<file path="src/rtl/ex_mem_wb_pipe.sv">
// rtl/ex_mem_wb_pipe.sv - EX/MEM and MEM/WB pipeline registers, branch resolve, forwarding, retire counter
module ex_mem_wb_pipe #(
  parameter int CNT_W = 32,
  parameter int RA_W  = 5
) (
  input  logic             clk,
  input  logic             reset,
  input  logic             VALID_EX,
  input  logic             RegWrite_EX,
  input  logic             MemtoReg_EX,
  input  logic             MemRead_EX,
  input  logic             MemWrite_EX,
  input  logic             Branch_EX,
  input  logic             ZERO_EX,
  input  logic [31:0]      ALU_OUT_EX,
  input  logic [31:0]      REG_DATA2_EX_FINAL,
  input  logic [31:0]      PC_Branch_EX,
  input  logic [RA_W-1:0]  RD_EX,
  input  logic [RA_W-1:0]  RS1_EX,
  input  logic [RA_W-1:0]  RS2_EX,
  input  logic             FLUSH_MEM,
  input  logic [31:0]      DATA_MEM_RD,
  output logic [31:0]      ALU_OUT_MEM,
  output logic [31:0]      STORE_DATA_MEM,
  output logic             MemRead_MEM,
  output logic             MemWrite_MEM,
  output logic [31:0]      PC_Branch_MEM,
  output logic             PCSrc_MEM,
  output logic [RA_W-1:0]  RD_WB,
  output logic             RegWrite_WB,
  output logic [31:0]      ALU_DATA_WB,
  output logic [1:0]       forwardA,
  output logic [1:0]       forwardB,
  output logic [CNT_W-1:0] INSTRET
);

  logic            valid_mem_q, valid_mem_d;
  logic            regwrite_mem_q, regwrite_mem_d;
  logic            memtoreg_mem_q, memtoreg_mem_d;
  logic            memread_mem_q, memread_mem_d;
  logic            memwrite_mem_q, memwrite_mem_d;
  logic            branch_mem_q, branch_mem_d;
  logic            zero_mem_q, zero_mem_d;
  logic [31:0]     alu_out_mem_q, alu_out_mem_d;
  logic [31:0]     store_data_mem_q, store_data_mem_d;
  logic [31:0]     pc_branch_mem_q, pc_branch_mem_d;
  logic [RA_W-1:0] rd_mem_q, rd_mem_d;

  logic            valid_wb_q, valid_wb_d;
  logic            regwrite_wb_q, regwrite_wb_d;
  logic            memtoreg_wb_q, memtoreg_wb_d;
  logic [RA_W-1:0] rd_wb_q, rd_wb_d;
  logic [31:0]     alu_out_wb_q, alu_out_wb_d;
  logic [31:0]     mem_data_wb_q, mem_data_wb_d;

  logic [CNT_W-1:0] instret_q, instret_d;

  logic pcsrc;
  logic bubble;
  logic ctl_en;

  assign pcsrc = valid_mem_q & branch_mem_q & zero_mem_q;

  always_comb begin
    bubble = pcsrc | FLUSH_MEM;
    // Wrong-path or externally flushed slots carry nothing; bubbles from EX keep data but lose control.
    ctl_en = VALID_EX & ~bubble;

    valid_mem_d      = ctl_en;
    regwrite_mem_d   = ctl_en & RegWrite_EX;
    memtoreg_mem_d   = ctl_en & MemtoReg_EX;
    memread_mem_d    = ctl_en & MemRead_EX;
    memwrite_mem_d   = ctl_en & MemWrite_EX;
    branch_mem_d     = ctl_en & Branch_EX;
    zero_mem_d       = bubble ? 1'b0 : ZERO_EX;
    alu_out_mem_d    = bubble ? 32'd0 : ALU_OUT_EX;
    store_data_mem_d = bubble ? 32'd0 : REG_DATA2_EX_FINAL;
    pc_branch_mem_d  = bubble ? 32'd0 : PC_Branch_EX;
    rd_mem_d         = bubble ? '0 : RD_EX;

    valid_wb_d    = valid_mem_q;
    regwrite_wb_d = regwrite_mem_q;
    memtoreg_wb_d = memtoreg_mem_q;
    rd_wb_d       = rd_mem_q;
    alu_out_wb_d  = alu_out_mem_q;
    mem_data_wb_d = DATA_MEM_RD;

    instret_d = instret_q + {{(CNT_W-1){1'b0}}, valid_wb_q};
  end

  always_ff @(posedge clk) begin
    if (reset) begin
      valid_mem_q      <= 1'b0;
      regwrite_mem_q   <= 1'b0;
      memtoreg_mem_q   <= 1'b0;
      memread_mem_q    <= 1'b0;
      memwrite_mem_q   <= 1'b0;
      branch_mem_q     <= 1'b0;
      zero_mem_q       <= 1'b0;
      alu_out_mem_q    <= 32'd0;
      store_data_mem_q <= 32'd0;
      pc_branch_mem_q  <= 32'd0;
      rd_mem_q         <= '0;
      valid_wb_q       <= 1'b0;
      regwrite_wb_q    <= 1'b0;
      memtoreg_wb_q    <= 1'b0;
      rd_wb_q          <= '0;
      alu_out_wb_q     <= 32'd0;
      mem_data_wb_q    <= 32'd0;
      instret_q        <= '0;
    end else begin
      valid_mem_q      <= valid_mem_d;
      regwrite_mem_q   <= regwrite_mem_d;
      memtoreg_mem_q   <= memtoreg_mem_d;
      memread_mem_q    <= memread_mem_d;
      memwrite_mem_q   <= memwrite_mem_d;
      branch_mem_q     <= branch_mem_d;
      zero_mem_q       <= zero_mem_d;
      alu_out_mem_q    <= alu_out_mem_d;
      store_data_mem_q <= store_data_mem_d;
      pc_branch_mem_q  <= pc_branch_mem_d;
      rd_mem_q         <= rd_mem_d;
      valid_wb_q       <= valid_wb_d;
      regwrite_wb_q    <= regwrite_wb_d;
      memtoreg_wb_q    <= memtoreg_wb_d;
      rd_wb_q          <= rd_wb_d;
      alu_out_wb_q     <= alu_out_wb_d;
      mem_data_wb_q    <= mem_data_wb_d;
      instret_q        <= instret_d;
    end
  end

  // MEM result is younger than WB, so it wins; x0 is hardwired and never forwarded.
  always_comb begin
    forwardA = 2'b00;
    forwardB = 2'b00;
    if (regwrite_mem_q && (rd_mem_q != '0) && (rd_mem_q == RS1_EX))
      forwardA = 2'b10;
    else if (regwrite_wb_q && (rd_wb_q != '0) && (rd_wb_q == RS1_EX))
      forwardA = 2'b01;
    if (regwrite_mem_q && (rd_mem_q != '0) && (rd_mem_q == RS2_EX))
      forwardB = 2'b10;
    else if (regwrite_wb_q && (rd_wb_q != '0) && (rd_wb_q == RS2_EX))
      forwardB = 2'b01;
  end

  assign ALU_OUT_MEM    = alu_out_mem_q;
  assign STORE_DATA_MEM = store_data_mem_q;
  assign MemRead_MEM    = memread_mem_q;
  assign MemWrite_MEM   = memwrite_mem_q;
  assign PC_Branch_MEM  = pc_branch_mem_q;
  assign PCSrc_MEM      = pcsrc;
  assign RD_WB          = rd_wb_q;
  assign RegWrite_WB    = regwrite_wb_q;
  assign ALU_DATA_WB    = memtoreg_wb_q ? mem_data_wb_q : alu_out_wb_q;
  assign INSTRET        = instret_q;

endmodule

</file>
<file path="config.mk">
export PLATFORM = sky130hd
export DESIGN_NAME = ex_mem_wb_pipe
export DESIGN_NICKNAME = d
export VERILOG_FILES = /design/src/rtl/ex_mem_wb_pipe.sv
export SDC_FILE = /design/constraint.sdc
export NUM_CORES = 1
export LEC_CHECK = 0
export ABC_AREA = 0
export ABC_CLOCK_PERIOD_IN_PS = 2470
export CAP_MARGIN = 0
export CORE_MARGIN = 3
export CORE_UTILIZATION = 40
export CTS_CLUSTER_SIZE = 8
export DETAILED_ROUTE_END_ITERATION = 8
export DONT_BUFFER_PORTS = 1
export PLACE_DENSITY = 0.6
export SKIP_LAST_GASP = 1
export SLEW_MARGIN = 10
export SYNTH_ARGS = -nofsm -noshare
export SYNTH_HDL_FRONTEND = slang
export SYNTH_SLANG_ARGS = --single-unit
</file>
<file path="constraint.sdc">
create_clock -name clk -period 2.47 [get_ports clk]
set_input_delay 0.494 -clock clk [delete_from_list [all_inputs] [get_ports clk]]
set_output_delay 0.494 -clock clk [all_outputs]
set_load 0.02 [all_outputs]
</file>
### Yosys cells after proc, flatten, opt, wreduce, memory -nomap -nowiden

Cells that the tools add are included.

| storage, ports and cells | value |
|---|---|
| bits in registers | 212 |
| input port bits | 153 |
| output and inout bits | 173 |
| word-level logic and storage cells | 47 |

| operators by class | value |
|---|---|
| add/subtract/negate cells | 1 |
| eq/ne operators | 4 |
| multiplexer cells | 5 |
| bitwise gates (word level) | 10 |
| reductions and logical operators | 9 |

Operator list:

| cell | count |
|---|---|
| $add 32x1->32 | 1 |
| $mux 32 | 1 |
| $eq 5x5->1 | 4 |
| $reduce_bool 5->1 | 2 |
| $and 1x1->1 | 8 |
| $logic_and 1x1->1 | 6 |
| $mux 2 | 2 |
| $mux 1 | 2 |
| $reduce_or 2->1 | 1 |
| $not 1->1 | 1 |
| $or 1x1->1 | 1 |

### Logic depth before layout (Yosys ltp)

Gate-level depths: netlist of the first run.

| logic depth | value |
|---|---|
| depth in word-level cells | 6 |
| mapped depth | 7 |
| mapped depth without buffers | 6 |

### Worst setup path after synthesis of the first run

Ideal clock, no wire load.

| timing path | value |
|---|---|
| path kind | register to output |
| start | reg rd_mem_q[1] |
| end | out forwardA[0] |
| data arrival time | 1.936 ns |
| required time | 1.976 ns |
| slack | 0.040 ns |
| stages on the path, launching flop included | 5 |
| path buffers | 0 |
| cell sequence | dfxtp_1 > or4_1 > o21ai_0 > nor4_1 > nor4_1 |

| on the way | value |
|---|---|
| cells in the longest elaborated chain, start to end | 4 |
| elaborated cells between the ends (all ways) | 5 |
| classes of those cells | 1 x eq/ne; 1 x mux; 3 x reduce/logical |

Ends and longest elaborated chain:

| element | RTL line | text |
|---|---|---|
| start: declaration | 47 | `logic [RA_W-1:0] rd_mem_q, rd_mem_d;` |
| start signal: assignment | 122 | `rd_mem_q <= rd_mem_d;` |
| $reduce_bool 5->1 | 137 | `if (regwrite_mem_q && (rd_mem_q != '0) && (rd_mem_q == RS1_EX))` |
| $logic_and 1x1->1 | 137 |  |
| $logic_and 1x1->1 (*) | 137 |  |
| $mux 2 (*) | 137 |  |
| end: declaration | 32 | `output logic [1:0] forwardA,` |

Every way passes the cells marked *; elsewhere a longest branch is shown, timed or not.

### Worst setup path after layout of the first run

| timing path | value |
|---|---|
| start | reg rd_wb_q[4] (netlist: RD_WB[4]) |
| end | out forwardB[0] |

| on the way | value |
|---|---|
| cells in the longest elaborated chain, start to end | 5 |
| elaborated cells between the ends (all ways) | 6 |
| classes of those cells | 1 x eq/ne; 2 x mux; 3 x reduce/logical |

Ends and longest elaborated chain:

| element | RTL line | text |
|---|---|---|
| start: declaration | 52 | `logic [RA_W-1:0] rd_wb_q, rd_wb_d;` |
| start signal: assignment | 126 | `rd_wb_q <= rd_wb_d;` |
| $reduce_bool 5->1 | 143 | `else if (regwrite_wb_q && (rd_wb_q != '0) && (rd_wb_q == RS2_EX))` |
| $logic_and 1x1->1 | 143 |  |
| $logic_and 1x1->1 (*) | 143 |  |
| $mux 1 (*) | 143 |  |
| $mux 2 (*) | 141 | `if (regwrite_mem_q && (rd_mem_q != '0) && (rd_mem_q == RS2_EX))` |
| end: declaration | 33 | `output logic [1:0] forwardB,` |

Marked as above.

==> metrics.txt, run 1 <==
outcome=complete, but fails checks; violated checks=setup timing; Fin Hold WS=0.0505 ns; Mean Syn Cell Area=11.2 um2; flop2flop setup slack=0.43 ns; FF-to-FF End=INSTRET[17]$_SDFF_PP0_; actual slew at the worst max-slew pin=between 0.5 and 0.6 ns; Clk pwr share=0.477; IO buf count=0; vias in the first global route=4594; sw power=1.56 mW; DRT Wirelength=about 17 mm; final hold vios=0; largest net degree at the start of global routing=106; Area Growth Syn to Fin=16.9%; area leader, netlist=dfxtp_1; Worst Skew=0.0145 ns; core region area=0.0168 mm2; Clock Path Buffers=3; peak supply drop=0.529 mV; delay of the slowest critical-path stage=0.55 ns; # rows=47; Fin Setup TNS=-0.168 ns; period utilisation layout=1.04; ys flop type=dfxtp_1; RSZ-0062 raised after global routing=yes; Routed Antenna Nets=0; most used standard cell by instance count after synthesis=dfxtp_1; Synthesized Nets=around 780; synth warn=0; GRT overflow=0; Clock Latency Late Sink=0.53 ns; postcts setup bufs=0; number of synthesized flops with an enable pin=0; initial antenna violation count=3; Comb pwr share=0.026; crit path kind=flip-flop to output pin; clk root buf=clkbuf_16; hold endpoint=mem_data_wb_q[20]$_SDFF_PP0_; CP Launch Type=flip-flop; Buf/Inv on CP=1; Worst slew margin=0.661; R2R depth=4; top cells by area, synth=dfxtp_1, and2_1, nor2b_1; min cycle time layout=2.57 ns; hold_sp=reset; Hold Path Stages=1; Vias per Instance=5.15; Cell Chain, Critical Path=or4_1 > o21ai_1 > or4_1 > nor4_2 > buf_4; drt wl/cell=19.9 um; CP max stage cell=or4_1; CTS Buf Count=30; reg2reg start=INSTRET[6]$_SDFF_PP0_; dpl cells=831; CP required=1.98 ns; Die Height=138 um; CP dominant cell by count=or4_1; Net count, final=799; synth unique cells=27; first-pass GRT wire length=26.4 mm; sw frac=0.210; Commonest cells post-synth=dfxtp_1, and2_1, nor2b_1, mux2_2, clkbuf_1; standby leakage power=approximately 3.2 nW; Cell Count, Final, Fillers Out=866; max cap viols=0; synthesis-stage register bit count=212; Post-Synthesis Cell Area=0.00698 mm2; H-tree levels=1; Post-DP HPWL=between 10 and 15 mm; Setup crit end kind=output pin; first-pass iteration count of the detailed router=4; setup slack after layout=-0.0978 ns; Internal Power=5.86 mW; global placement routability congestion=0.899; Die Wd=138 um; CP top delay family=simple AND/OR/NAND/NOR gates; layout cells sized above 1=0.154; asr flop ratio synth=0; Synth top area share=0.608; Seq pwr share=0.497; PD cells=approximately 910 mW/mm2; vias after detailed routing=4464; post-synthesis cell count=about 620; max-slew violation count=0; DRC violations left=0; total track usage=0.171; Seq/Total Area, Yosys=0.608; Post-CTS Hold Fix Bufs=0; # IOs=326; Worst Hold Class=primary input to flip-flop; CP arrival=2.07 ns; worst-path fanout max=4; fmax=389 MHz; CTS tree=built; DR iter-0 viols=125; Initial Util=0.415; die area=0.0191 mm2; final setup violation count=2; clk sinks=212; clock slew at the register clock pins of the worst setup and hold paths=0.05 ns
[power by group through the flow]
stage                     Combinational, mW  Clock (mW)  Sequential, mW
final                                 0.192        3.54            3.68
after global routing                  0.214        3.80            3.69
after CTS                             0.192        3.63            3.68
after detailed placement              0.190           0            3.75
after global placement                0.184           0            3.75
after floorplan                       0.174           0            3.73
[layout by cell type (no fill, tap or decap), types with 2 or more instances in the layout]
cell,synthesis,layout
and2_1,105,105
dfxtp_2,0,4
or3_1,4,4
or4_1,20,20
clkbuf_16,0,30
nor2b_1,74,74
o21ai_0,5,3
o31ai_1,16,16
buf_4,1,22
dfxtp_1,212,207
xnor2_1,8,8
mux2_2,32,32
xor2_1,23,23
ha_1,3,3
nor4_2,0,2
and3_1,11,11
and4_1,4,4
a21oi_1,19,19
nand3_1,11,11
diode_2,0,3
nor2_1,11,11
nand4_1,12,12
nand2_1,9,9
[state kept, by name (all words and copies together) (netlist names)]
| register | flops |
|---|---|
| mem_data_wb_q | 32 |
| rd_mem_q | 5 |
| zero_mem_q | 1 |
| valid_wb_q | 1 |
| branch_mem_q | 1 |
| memtoreg_mem_q | 1 |
| ALU_OUT_MEM | 32 |
| valid_mem_q | 1 |
| MemRead_MEM | 1 |
| INSTRET | 32 |
| STORE_DATA_MEM | 32 |
| regwrite_mem_q | 1 |
| PC_Branch_MEM | 32 |
| memtoreg_wb_q | 1 |
| RegWrite_WB | 1 |
| MemWrite_MEM | 1 |
| RD_WB | 5 |
| alu_out_wb_q | 32 |
[per-layer routing]
layer  share of wire  wire (um)  track usage  vias to the layer above
met5               0          0            0                        -
met4           0.034        586       0.0655                        0
met3           0.095       1630       0.0722                       45
met2            0.51       8860        0.305                      245
met1            0.36       6160        0.179                     2069
li1                -          -            -                     2105
[stage by stage]
stage,utilization,total power [mW],worst slack (ns),instance area [um2]
floorplan,-,3.90,0.0404,6980
global placement,0.434,3.93,0.336,7300
global route,0.484,7.70,-0.186,8150
detailed placement,0.434,3.94,0.283,7300
CTS,0.483,7.51,-0.106,8120
finish,0.485,7.41,-0.0978,8150
[kinds of logic (layout without fill, tap and decap cells)]
| group | after synthesis | count (layout) | share of synthesized area |
|---|---|---|---|
| adder cells (fa/ha/maj) | 3 | 3 | 0.00538 |
| XOR/XNOR | 31 | 31 | 0.0389 |
| other | 0 | 3 | 0 |
| AND/OR/NAND/NOR | 268 | 268 | 0.240 |
| multiplexers | 32 | 32 | 0.0517 |
| flip-flops | 212 | 212 | 0.608 |
| buffers and inverters | 37 | 57 | 0.0215 |
| AO/OA/AOI/OAI | 40 | 40 | 0.0344 |
[what timing repair did]
item                                    4_1_cts  5_1_grt
endpoints found under the setup margin        2        3
gates resized for setup                       9        4
pin swaps                                     2        0
[layout make-up]
cell class                 instances  area (um2)
fill                            1526        8670
clock inverter                     2        46.3
timing repair buffer              24         196
inverter                           1        3.75
sequential                       212        4250
multi-input combinational        374        2620
tap                              220         275
antenna                            3        7.51
clock buffer                      30         751
[how the worst max path moves through the flow]
stage	endpoint	cells after the start	startpoint	slack [ns]
2_1_floorplan	forwardA[0]	4	rd_mem_q[1]$_SDFF_PP0_	0.04
3_3_place_gp	forwardA[0]	5	rd_mem_q[1]$_SDFF_PP0_	0.34
3_5_place_dp	forwardA[0]	5	rd_mem_q[1]$_SDFF_PP0_	0.28
4_1_cts	forwardB[0]	5	RD_WB[4]$_SDFF_PP0_	-0.11
5_1_grt	forwardA[0]	5	RD_WB[4]$_SDFF_PP0_	-0.19
6_report	forwardB[0]	5	RD_WB[4]$_SDFF_PP0_	-0.1
Note: power is estimated with default switching activity, not from simulation.
==> run 2, diff against run 1 <==
Settings changed: CELL_PAD_IN_SITES_DETAIL_PLACEMENT set to 1, CELL_PAD_IN_SITES_GLOBAL_PLACEMENT set to 2, CORE_ASPECT_RATIO set to 1.75, CORE_UTILIZATION 40 to 36, PLACE_DENSITY 0.6 to 0.82.
==> run 2 against run 1 <==
The flow still finishes with violations (setup timing). Sequential power is essentially flat. Routed wire length rose by 14%. Count of clock-buffer cells in the layout rose by 1. Flip-flop and latch count stayed put. Sequential share of layout area decreased by 0.46 points. First-iteration DRC count up 12%. Die area grew 11%. Global-route usage increased by 0.26 points. Critical path depth is the same. Critical endpoint is now forwardA[0]. Highest routed layer unchanged.
==> metrics.txt, run 2 (synthesis gave the netlist of run 1 again) <==
CTS Buf Count=30 (unchanged); fmax=379 MHz (was 389 MHz); Die Wd=111 um (was 138 um); initial antenna violation count=4 (was 3); worst-path fanout max=3 (was 4); peak supply drop=0.572 mV (was 0.529 mV); first-pass GRT wire length=28.8 mm (was 26.4 mm); violated checks=setup timing (unchanged); largest net degree at the start of global routing=109 (was 106); CP arrival=2.15 ns (was 2.07 ns); clk root buf=clkbuf_16 (unchanged); IO buf count=0 (unchanged); die area=0.0211 mm2 (was 0.0191 mm2); Fin Hold WS=0.0617 ns (was 0.0505 ns); global placement routability congestion=0.855 (was 0.899); final hold vios=0 (unchanged); drt wl/cell=22.2 um (was 19.9 um); CP Launch Type=flip-flop (unchanged); Vias per Instance=5.15 (about the same); # rows=66 (was 47); first-pass iteration count of the detailed router=4 (unchanged); final setup violation count=2 (unchanged); DRC violations left=0 (unchanged); Routed Antenna Nets=0 (unchanged); Setup crit end kind=output pin (unchanged); vias in the first global route=5122 (was 4594); CP required=1.98 ns (about the same); Net count, final=799 (unchanged); fin util=0.436 (was 0.485); period utilisation layout=1.07 (was 1.04); total track usage=0.174 (was 0.171); setup slack after layout=-0.170 ns (was -0.0978 ns); most common cell after layout, fill and taps aside=dfxtp_1 (unchanged); fillers=2028 (was 1526); actual slew at the worst max-slew pin=0.515 ns (was 0.508 ns); RSZ-0062 raised after global routing=yes (unchanged); GRT overflow=0 (unchanged); Die Height=190 um (was 138 um); Worst slew margin=0.656 (was 0.661); max cap viols=0 (unchanged); Area Growth Syn to Fin=17.7% (was 16.9%); PD cells=911 mW/mm2 (was 909 mW/mm2); multi-input combinational cell area=0.00265 mm2 (was 0.00262 mm2); H-tree levels=1 (unchanged); Clock Latency Late Sink=0.52 ns (was 0.53 ns); crit path kind=flip-flop to output pin (unchanged); min cycle time layout=2.64 ns (was 2.57 ns); Initial Util=0.370 (was 0.415); DR iter-0 viols=140 (was 125); # IOs=326 (unchanged); postcts setup bufs=0 (unchanged); max-slew violation count=0 (unchanged); register area=0.00425 mm2 (about the same); layout cells sized above 1=0.157 (was 0.154); Post-DP HPWL=14.3 mm (was 12.5 mm); Worst Hold Class=primary input to flip-flop (unchanged); vias after detailed routing=4551 (was 4464); DRT Wirelength=19.6 mm (was 17.2 mm); clk sinks=212 (unchanged); CTS tree=built (unchanged); Worst Skew=0.00701 ns (was 0.0145 ns); dpl ws=0.151 ns (was 0.283 ns); Post-CTS Hold Fix Bufs=0 (unchanged); standby leakage power=3.24 nW (was 3.23 nW); clock slew at the register clock pins of the worst setup and hold paths=0.05 ns (about the same); Clock Path Buffers=3 (unchanged); core region area=0.0188 mm2 (was 0.0168 mm2); outcome=complete, but fails checks (unchanged); commonest non-fill, non-tap cells in the layout=dfxtp_1, and2_1, nor2b_1 (unchanged)
==> run 2: cell count changes in the layout (fill, tap and decap cells not counted), moves of 2 or more <==
cell,delta
or4_1,-2
dfxtp_2,-2
or4_4,+2
dfxtp_1,+3
==> run 2: final cells by class <==
cell class	count	area share
Antenna cell	2	0.000609
Clock buffer	31	0.0945
Clock inverter	1	0.00366
Inverter	1	0.000457
Multi-Input combinational cell	374	0.323
Sequential cell	212	0.517
Tap cell	238	0.0363
Timing Repair Buffer	24	0.0244
==> run 2: worst paths after layout <==
path                                   from                     endpoint  slack, ns  depth (start not counted)
setup / recovery        RD_WB[1]$_SDFF_PP0_                  forwardA[0]      -0.17                          5
hold reg to reg   memtoreg_mem_q$_SDFF_PP0_     memtoreg_wb_q$_SDFF_PP0_       0.45                          1
setup reg to reg     INSTRET[11]$_SDFF_PP0_       INSTRET[17]$_SDFF_PP0_       0.34                          4
hold / removal                        reset  alu_out_wb_q[28]$_SDFF_PP0_       0.06                          1
==> run 2: worst max-delay path, cell delays in order (launching register included) <==
cell	delay, ns
dfxtp_1	0.30
buf_4	0.17
xor2_1	0.14
or4_4	0.50
nor4_4	0.31
buf_4	0.19
==> run 2: per-layer routing <==
layer	wire length [um]	vias up	global-route usage
li1	-	2096	-
met1	5800	2138	0.149
met4	685	0	0.0717
met3	2050	56	0.0748
met5	0	-	0
met2	11100	261	0.342
==> run 2: stage by stage <==
step	std cells	power, mW	setup TNS [ns]	area [um2]
5_1_grt	882	7.78	-0.538	8210
2_1_floorplan	623	3.90	0	6980
3_5_place_dp	849	3.95	0	7330
6_report	883	7.48	-0.285	8210
4_1_cts	881	7.61	-0.560	8190
3_3_place_gp	849	3.94	0	7330
==> run 2: power by group <==
group	switching (mW)	internal (mW)	total, mW
Sequential	0.138	3.55	3.68
Clock	1.32	2.27	3.59
Combinational	0.108	0.0984	0.207
Total	1.57	5.91	7.48
==> run 2: what timing repair did <==
| item | 4_1_cts | 5_1_grt |
|---|---|---|
| setup endpoints to repair | 4 | 4 |
| pin swaps | 5 | 0 |
| gates resized for setup | 14 | 3 |
==> run 3, diff against run 2 <==
Settings changed: ABC_AREA 0 to not set.
==> results of run 3 <==
Final layout, timing and power as in run 2 (identical DEF).
